==> config.mk <==
export PLATFORM = sky130hd
export DESIGN_NAME = pc_sequencer_flat
export DESIGN_NICKNAME = d
export VERILOG_FILES = /design/src/rtl/pc_sequencer_if.sv /design/src/rtl/pc_sequencer.sv /design/src/flat_wrapper.sv
export SDC_FILE = /design/constraint.sdc
export NUM_CORES = 1
export LEC_CHECK = 0
export CAP_MARGIN = 15
export CORE_ASPECT_RATIO = 0.75
export CORE_MARGIN = 2
export CORE_UTILIZATION = 36
export CTS_CLUSTER_DIAMETER = 50
export DETAILED_ROUTE_END_ITERATION = 8
export HOLD_SLACK_MARGIN = 0.15
export PLACE_DENSITY_LB_ADDON = 0.05
export SKIP_LAST_GASP = 1
export SYNTH_ARGS = -nofsm -noshare
export SYNTH_HDL_FRONTEND = slang
export SYNTH_SLANG_ARGS = --single-unit
==> constraint.sdc <==
create_clock -name clk -period 2 [get_ports clk]
set_input_delay 0.2 -clock clk [delete_from_list [all_inputs] [get_ports clk]]
set_output_delay 0.2 -clock clk [all_outputs]
set_load 0.02 [all_outputs]
==> src/rtl/pc_sequencer_if.sv <==
// pc_sequencer_if -- bundle of pipeline-control signals between the core
// (pipeline datapath, hazard unit, debug unit) and the PC sequencer.
//   master : the core side; drives PC/redirect/hazard/debug inputs and
//            observes the sequencer's control outputs.
//   slave  : the sequencer; consumes the inputs, drives next_pc, pc_stall,
//            flush_if_id, flush_id_ex, pipe_enable, state, done, cycle_count.
interface pc_sequencer_if #(
  parameter int DATA_WIDTH = 32
);
  // Core -> sequencer
  logic [DATA_WIDTH-1:0] pc_i;
  logic                  hazard_stall;
  logic                  branch_taken;
  logic [DATA_WIDTH-1:0] branch_target;
  logic                  jump;
  logic [DATA_WIDTH-1:0] jump_target;
  logic                  halt_detected;
  logic                  dbg_run;
  logic                  dbg_step;
  logic                  dbg_halt;

  // Sequencer -> core
  logic [DATA_WIDTH-1:0] next_pc;
  logic                  pc_stall;
  logic                  flush_if_id;
  logic                  flush_id_ex;
  logic                  pipe_enable;
  logic [2:0]            state;
  logic                  done;
  logic [31:0]           cycle_count;

  modport master (
    output pc_i, hazard_stall, branch_taken, branch_target, jump, jump_target,
           halt_detected, dbg_run, dbg_step, dbg_halt,
    input  next_pc, pc_stall, flush_if_id, flush_id_ex, pipe_enable, state,
           done, cycle_count
  );

  modport slave (
    input  pc_i, hazard_stall, branch_taken, branch_target, jump, jump_target,
           halt_detected, dbg_run, dbg_step, dbg_halt,
    output next_pc, pc_stall, flush_if_id, flush_id_ex, pipe_enable, state,
           done, cycle_count
  );
endinterface

==> src/rtl/pc_sequencer.sv <==
// pc_sequencer -- run-control FSM and next-PC selection for an in-order
// pipeline. Starts idle, runs or single-steps on debug commands, drains the
// pipeline after a HALT fetch and then parks in HALTED until reset.
// Ports:
//   clk    : clock, rising edge
//   reset  : synchronous, active-high
//   bus    : pc_sequencer_if.slave (PC/redirect/hazard/debug inputs,
//            next_pc/stall/flush/enable/state/done/cycle_count outputs)
// Parameters:
//   DATA_WIDTH   : PC and target width
//   DRAIN_CYCLES : cycles spent in DRAIN after an accepted HALT (>=1)
module pc_sequencer #(
  parameter int DATA_WIDTH   = 32,
  parameter int DRAIN_CYCLES = 4
) (
  input  logic           clk,
  input  logic           reset,
  pc_sequencer_if.slave  bus
);

  typedef enum logic [2:0] {
    IDLE   = 3'd0,
    RUN    = 3'd1,
    STEP   = 3'd2,
    DRAIN  = 3'd3,
    HALTED = 3'd4
  } state_t;

  localparam int CW = (DRAIN_CYCLES > 1) ? $clog2(DRAIN_CYCLES) : 1;

  state_t        state_q;
  logic [CW-1:0] drain_cnt_q;
  logic          done_q;
  logic [31:0]   cycle_cnt_q;

  logic active;       // pipeline advances this cycle
  logic fetching;     // PC may load this cycle (RUN/STEP)
  logic issue_stall;  // load-use stall not overridden by a taken branch
  logic halt_accept;  // HALT in IF that is not squashed or stalled

  // NOTE: every signal written in an always_comb gets a value on every path
  // (defaults first); otherwise synthesis infers a latch.
  always_comb begin
    active      = 1'b0;
    fetching    = 1'b0;
    if (!reset) begin
      active   = (state_q == RUN) || (state_q == STEP) || (state_q == DRAIN);
      fetching = (state_q == RUN) || (state_q == STEP);
    end
    issue_stall = bus.hazard_stall & ~bus.branch_taken;
    halt_accept = bus.halt_detected & ~issue_stall & ~bus.branch_taken & ~bus.jump;
  end

  // A taken branch in EX beats a jump decoded in ID (it is older).
  assign bus.next_pc     = bus.branch_taken ? bus.branch_target :
                           bus.jump         ? bus.jump_target   :
                                              bus.pc_i + DATA_WIDTH'(4);
  // Outside RUN/STEP (and throughout reset) the PC is frozen.
  assign bus.pc_stall    = fetching ? issue_stall : 1'b1;
  assign bus.pipe_enable = active;
  assign bus.flush_if_id = (bus.branch_taken | bus.jump) & active;
  assign bus.flush_id_ex = bus.branch_taken & active;
  assign bus.state       = state_q;
  assign bus.done        = done_q;
  assign bus.cycle_count = cycle_cnt_q;

  // NOTE: state registers use non-blocking assignments so every register
  // samples pre-edge values, independent of statement order.
  always_ff @(posedge clk) begin
    if (reset) begin
      state_q     <= IDLE;
      drain_cnt_q <= '0;
      done_q      <= 1'b0;
      cycle_cnt_q <= '0;
    end else begin
      if (active && (cycle_cnt_q != '1)) begin
        cycle_cnt_q <= cycle_cnt_q + 32'd1;
      end

      case (state_q)
        IDLE: begin
          if (bus.dbg_run) begin
            state_q <= RUN;
          end else if (bus.dbg_step) begin
            state_q <= STEP;
          end
        end

        RUN, STEP: begin
          if (bus.dbg_halt) begin
            state_q <= IDLE;
          end else if (halt_accept) begin
            state_q     <= DRAIN;
            drain_cnt_q <= CW'(DRAIN_CYCLES - 1);
          end else if ((state_q == STEP) && !issue_stall) begin
            // The single advance cycle of a step has just happened.
            state_q <= IDLE;
          end
        end

        DRAIN: begin
          // A late taken branch means the HALT was on a wrong path.
          if (bus.branch_taken) begin
            state_q     <= RUN;
            drain_cnt_q <= '0;
          end else if (drain_cnt_q == '0) begin
            state_q <= HALTED;
            done_q  <= 1'b1;
          end else begin
            drain_cnt_q <= drain_cnt_q - CW'(1);
          end
        end

        HALTED: begin
          state_q <= HALTED;
        end

        default: begin
          state_q <= IDLE;
        end
      endcase
    end
  end

endmodule

==> src/flat_wrapper.sv <==
// flat-port wrapper written by rule: the top's interface ports become plain ports
module pc_sequencer_flat 
#(
  parameter int DATA_WIDTH   = 32,
  parameter int DRAIN_CYCLES = 4
)
  (clk, reset, bus_pc_i, bus_hazard_stall, bus_branch_taken, bus_branch_target, bus_jump, bus_jump_target, bus_halt_detected, bus_dbg_run, bus_dbg_step, bus_dbg_halt, bus_next_pc, bus_pc_stall, bus_flush_if_id, bus_flush_id_ex, bus_pipe_enable, bus_state, bus_done, bus_cycle_count);
  pc_sequencer_if #(.DATA_WIDTH(DATA_WIDTH)) bus_i ();
  input  logic clk;
  input  logic reset;
  input wire logic [$bits(bus_i.pc_i)-1:0] bus_pc_i;
  input wire logic [$bits(bus_i.hazard_stall)-1:0] bus_hazard_stall;
  input wire logic [$bits(bus_i.branch_taken)-1:0] bus_branch_taken;
  input wire logic [$bits(bus_i.branch_target)-1:0] bus_branch_target;
  input wire logic [$bits(bus_i.jump)-1:0] bus_jump;
  input wire logic [$bits(bus_i.jump_target)-1:0] bus_jump_target;
  input wire logic [$bits(bus_i.halt_detected)-1:0] bus_halt_detected;
  input wire logic [$bits(bus_i.dbg_run)-1:0] bus_dbg_run;
  input wire logic [$bits(bus_i.dbg_step)-1:0] bus_dbg_step;
  input wire logic [$bits(bus_i.dbg_halt)-1:0] bus_dbg_halt;
  output wire logic [$bits(bus_i.next_pc)-1:0] bus_next_pc;
  output wire logic [$bits(bus_i.pc_stall)-1:0] bus_pc_stall;
  output wire logic [$bits(bus_i.flush_if_id)-1:0] bus_flush_if_id;
  output wire logic [$bits(bus_i.flush_id_ex)-1:0] bus_flush_id_ex;
  output wire logic [$bits(bus_i.pipe_enable)-1:0] bus_pipe_enable;
  output wire logic [$bits(bus_i.state)-1:0] bus_state;
  output wire logic [$bits(bus_i.done)-1:0] bus_done;
  output wire logic [$bits(bus_i.cycle_count)-1:0] bus_cycle_count;
  assign bus_i.pc_i = bus_pc_i;
  assign bus_i.hazard_stall = bus_hazard_stall;
  assign bus_i.branch_taken = bus_branch_taken;
  assign bus_i.branch_target = bus_branch_target;
  assign bus_i.jump = bus_jump;
  assign bus_i.jump_target = bus_jump_target;
  assign bus_i.halt_detected = bus_halt_detected;
  assign bus_i.dbg_run = bus_dbg_run;
  assign bus_i.dbg_step = bus_dbg_step;
  assign bus_i.dbg_halt = bus_dbg_halt;
  assign bus_next_pc = bus_i.next_pc;
  assign bus_pc_stall = bus_i.pc_stall;
  assign bus_flush_if_id = bus_i.flush_if_id;
  assign bus_flush_id_ex = bus_i.flush_id_ex;
  assign bus_pipe_enable = bus_i.pipe_enable;
  assign bus_state = bus_i.state;
  assign bus_done = bus_i.done;
  assign bus_cycle_count = bus_i.cycle_count;
  pc_sequencer #(.DATA_WIDTH(DATA_WIDTH), .DRAIN_CYCLES(DRAIN_CYCLES)) u_core (.clk(clk), .reset(reset), .bus(bus_i));
endmodule
======== Word level (Yosys, flattened, before mapping) ========
Index checks and enable logic that the tools add are counted.
word-level totals
  input bits .............................. 105
  bits in registers ....................... 38
  logic and storage cells ................. 58
  output and inout bits ................... 72
operators by class
  multiplexer cells ....................... 18
  equal/unequal tests ..................... 11
  $add $sub $neg .......................... 3
  reduce and logical (&&, ||, !) cells .... 12
  bitwise logic cells ..................... 10
operators by type and width
  kind                                                             number
  32-bit 2-to-1 mux                                                2
  32-bit by 1-bit adder with 32-bit output, second input constant  1
  32-bit by 3-bit adder with 32-bit output, second input constant  1
  32-bit != test, second input constant                            1
  3-bit 2-to-1 mux                                                 7
  3-bit case mux with 4 select lines                               1
  3-bit != test, second input constant                             3
  2-bit 2-to-1 mux                                                 4
  1-bit AND                                                        6
  3-bit by 2-bit == test with 1-bit output, second input constant  2
  3-bit AND reduction                                              2
  4-bit by 2-bit != test with 1-bit output, second input constant  1
  2-bit case mux with 2 select lines                               1
  4-bit AND reduction                                              1
  3-bit by 1-bit == test with 1-bit output, second input constant  1
  3-bit == test, second input constant                             1
  3-bit zero test                                                  1
  1-bit 2-to-1 mux                                                 3
  1-bit NOT                                                        3
  1-bit logical AND                                                2
  2-bit zero test                                                  1
  1-bit logical OR                                                 2
  2-bit by 1-bit != test with 1-bit output, second input constant  1
  2-bit != test, second input constant                             1
  other kinds (5)                                                  5

======== Depth between registers and ports, before layout ========
  depth in word-level cells ............... 9
  mapped depth ............................ 8
  mapped depth without buffers ............ 6

======== Worst setup path before layout ========
Ideal clock, no wire load.
  kind .................................... register to register
  from .................................... reg u_core.cycle_cnt_q[0], in the netlist u_core.bus.cycle_count[0]
  to ...................................... reg u_core.cycle_cnt_q[20], in the netlist u_core.bus.cycle_count[20]
  setup time .............................. 0.070 ns
  slack ................................... -0.187 ns
  cell stages (with the launch flop) ...... 7
  path buffers ............................ 0
  required time ........................... 1.930 ns
  data arrival time ....................... 2.117 ns
  cell sequence ........................... dfxtp_1 > ha_1 > nand4_1 > or3_4 > a211o_4 > or4_1 > a21oi_1
between the ends
  longest elaborated chain between the ends .. 2
ends and longest elaborated chain
  item                                                                                              line                RTL
  from (decl)                                                                                       pc_sequencer.sv:34  logic [31:0] cycle_cnt_q;
  from (signal assigned)                                                                            pc_sequencer.sv:77  cycle_cnt_q <= cycle_cnt_q + 32'd1;
  parallel branches: the longest is 2 deep, another holds 32-bit by 1-bit adder with 32-bit output  -
Several ways; the timed one is not identified.
A chain may end at the register's enable or synchronous reset.

======== Worst setup path after layout ========
  from .................................... reg u_core.cycle_cnt_q[10], in the netlist u_core.bus.cycle_count[10]
  to ...................................... reg u_core.cycle_cnt_q[20], in the netlist u_core.bus.cycle_count[20]
The elaborated chain is that of the path after synthesis.

==> out/summary.txt <==
Total CTS buffers - 5
Clock Sinks - 38
Full die area - 0.009647 mm2
Synth cell types - 57
Post-layout instance area - 0.006072 mm2
Design Power - 2.461 mW
Fin crit share - 99.07%
Global route overflow - 0
Status - completed
DR WL/cell - 15.77 um
Worst-skew pair later-pin latency - 0.29 ns
Delay-heaviest family, CP - simple AND/OR/NAND/NOR gates
Share of layout cells above drive strength 1 - 28.31%
Setup CP Type - reg -> reg
Port Buffers - 176
Synth Area in Simple Gates - 36.87%
First-pass GRT wire length - 20310 um
Mux share of post-synthesis cell area - 5.643%
# rows - 29
Final setup viols - 0
CP arrival - 2.20 ns
Sequential fraction of the synthesis area - 23.82%
Critical Path Start - u_core.bus.cycle_count[10]
CP Capture Type - flip-flop
Max clock buf depth - 2
Synth Instances - 439
CTS tree - yes
Max Clock Skew - 0.004253 ns
Fin. Hold Viols - 0
Antenna Cells - 0
Non-Filler Instances - 818
Post-synthesis async set-or-reset flop share - 0%
Max VDD drop - 461.4 uV
Least-Margin Pin Slew - 0.4573 ns
Vias in the first global route - 4193
CTS Root Cell - clkbuf_16
Post-DP HPWL - 10090 um
Area grow syn2layout - 90.16%
Max-slew violations - 0
DR DRC count - 0
Slowest stage cell, crit path - or3_4
Yosys warnings - 0
Data required, critical path - 2.22 ns
Antenna violations before repair - 0
Relative max-transition margin - 69.35%
Placed cell count - 806
Largest family of logic cells by synthesized area - simple AND/OR/NAND/NOR gates
Vias - 4465
# nets final - 817
CTS HTree Levels - 2
ANT nets after route - 0
Max_cap viols - 0
Class of the worst hold path - reg -> reg
RSZ-0062 raised after global routing - true
Die Height - 85.56 um
Largest net degree at the start of global routing - 36
Post-synth EDFFs - 0
Mapped cell area - 0.003193 mm2
Xor/xnor share of the synthesized area - 6.034%
Ys flop type - dfxtp_1
Core area - 0.008527 mm2
Syn avg cell area - 7.273 um2
Max Clock Freq - 504.7 MHz
Crit path largest cell delay - 0.42 ns
Vias per cell - 5.458
Synthesized flop and latch total - 38
Worst Path Buf+Inv - 0
Top Ports - 177
Synth Area in Compound Gates - 22.41%
Cell Area, Placed - 0.005807 mm2
Crit path cell chain - nand3_2 -> or3_4 -> a211o_4 -> or4_1 -> a21oi_1
DRT iter0 DRCs - 217
DR pass1 iterations - 5
Detailed Route WL - 12900 um
Final GP Congestion - 0.8338
Critical R2R Launch - u_core.bus.cycle_count[10]
Die Wd - 112.8 um
Synth Area in Adders - 1.176%
Startpoint Class - flip-flop
Largest fanout on the critical path - 8
Pwr dens - 405.4 mW/mm2
P_leak - 2.459 nW
Tmin final - 1.981 ns
FF-to-FF setup slack - 0.02 ns
Post-Synthesis Net Count - 547
Total GRT Usage - 25.73%
Hold wc startpoint - u_core.bus.done
CTS clock-pin slew for the worst setup and hold paths - 0.06 ns
Starting density of the core - 37.45%
==> path summary, 6_finish.rpt <==
path | cells after the start | endpoint
worst min-delay path | 2 | u_core.bus.done
worst max register to register | 5 | u_core.bus.cycle_count[20]
worst max-delay path | 5 | u_core.bus.cycle_count[20]
worst min register to register | 2 | u_core.bus.done
==> kinds of logic after synthesis <==
group / after synthesis
AND/OR/NAND/NOR: 216
XOR/XNOR: 22
buffers and inverters: 33
multiplexers: 17
adder cells (fa/ha/maj): 3
flip-flops: 38
AO/OA/AOI/OAI: 110
==> where the power goes <==
part,switching [mW],internal (mW)
registers,0.0145,0.772
logic,0.396,0.465
clock network,0.320,0.495
total,0.730,1.73
==> per-stage QoR <==
stage                     worst slack, ns   TNS, ns  hold WS, ns  util [%]
after floorplan                  -0.03904  -0.05073       0.4983         -
after global placement            -0.8444    -18.95       0.4378     68.10
after detailed placement          -0.8740    -20.26       0.4498     68.10
after CTS                         -0.1138   -0.1141       0.4591     70.08
after global routing             -0.06861   -0.2192       0.5039     71.21
final                             0.01867         0       0.4625     71.21
==> placed cells by master, fill, tap and decap left out, drive strengths merged, types with 3 or more instances in the layout <==
| cell | count |
|---|---|
| dfxtp | 38 |
| o311ai | 5 |
| o22ai | 5 |
| nand4 | 15 |
| a21oi | 30 |
| o41ai | 4 |
| or4 | 10 |
| xor2 | 15 |
| nor3 | 13 |
| buf | 130 |
| nand3b | 3 |
| clkdlybuf4s15 | 4 |
| nor4 | 9 |
| or3 | 12 |
| nand2 | 50 |
| dlymetal6s2s | 7 |
| o211ai | 3 |
| ha | 3 |
| a31oi | 5 |
| nand3 | 44 |
| inv | 10 |
| mux2 | 8 |
| and2 | 4 |
| a22oi | 12 |
| clkdlybuf4s50 | 127 |
| nor2b | 7 |
| a21o | 3 |
| o21ai | 23 |
| and3 | 11 |
| dlygate4sd2 | 10 |
| a211oi | 3 |
| clkbuf | 14 |
| mux2i | 9 |
| o31ai | 9 |
| nor2 | 31 |
| xnor2 | 7 |
==> routing by layer <==
layer / GRT usage (%) / share of wire [%] / up-vias
li1: - / - / 2200
met1: 35.17 / 44 / 2054
met2: 41.75 / 46 / 187
met3: 4.735 / 7.1 / 24
met4: 7.317 / 2.5 / 0
met5: 0 / 0 / -
==> tightest hold or removal path: cells and delay by family, from the launching register on <==
kind	cells	cell delay, ns
buffers and inverters	1	0.06
AO/OA/AOI/OAI	1	0.05
flip-flops	1	0.31
==> state kept, by name, indices dropped and copies added, names as in the netlist <==
signal	count
u_core.bus.done	1
u_core.bus.cycle_count	32
u_core.bus.state	3
u_core.drain_cnt_q	2
==> cell usage after synthesis (11+ instances only) <==
| library cell | number | area, um2 |
|---|---|---|
| nand2_1 | 50 | 187.7 |
| nor3_1 | 11 | 55.05 |
| nand4_1 | 13 | 81.33 |
| nor2_1 | 31 | 116.4 |
| xor2_1 | 15 | 131.4 |
| or3_1 | 11 | 68.82 |
| a22oi_1 | 12 | 90.09 |
| a21oi_1 | 30 | 150.1 |
| o21ai_0 | 22 | 110.1 |
| nand3_1 | 43 | 215.2 |
| and3_1 | 11 | 68.82 |
| clkbuf_1 | 19 | 71.32 |
| dfxtp_1 | 38 | 760.7 |
==> area by class of cell <==
cell class	count	area (um2)
repair buffers	285	2501
multi-input cells	368	2477
fillers	696	2455
flip-flops and latches	38	769.5
clock buffers	7	142.6
well taps	108	135.1
inverters	11	41.29
clock inverters	1	5.005
==> timing repair <==
item | 4_1_cts | 5_1_grt
hold buffers | 0 | 0
setup buffers | 3 | 1
gates cloned | 0 | 0
setup endpoints to repair | 39 | 42
endpoints found under the hold margin | 0 | 0
resized for setup | 145 | 52
pin swaps | 17 | 10
Power figures use the tool's default switching activity.
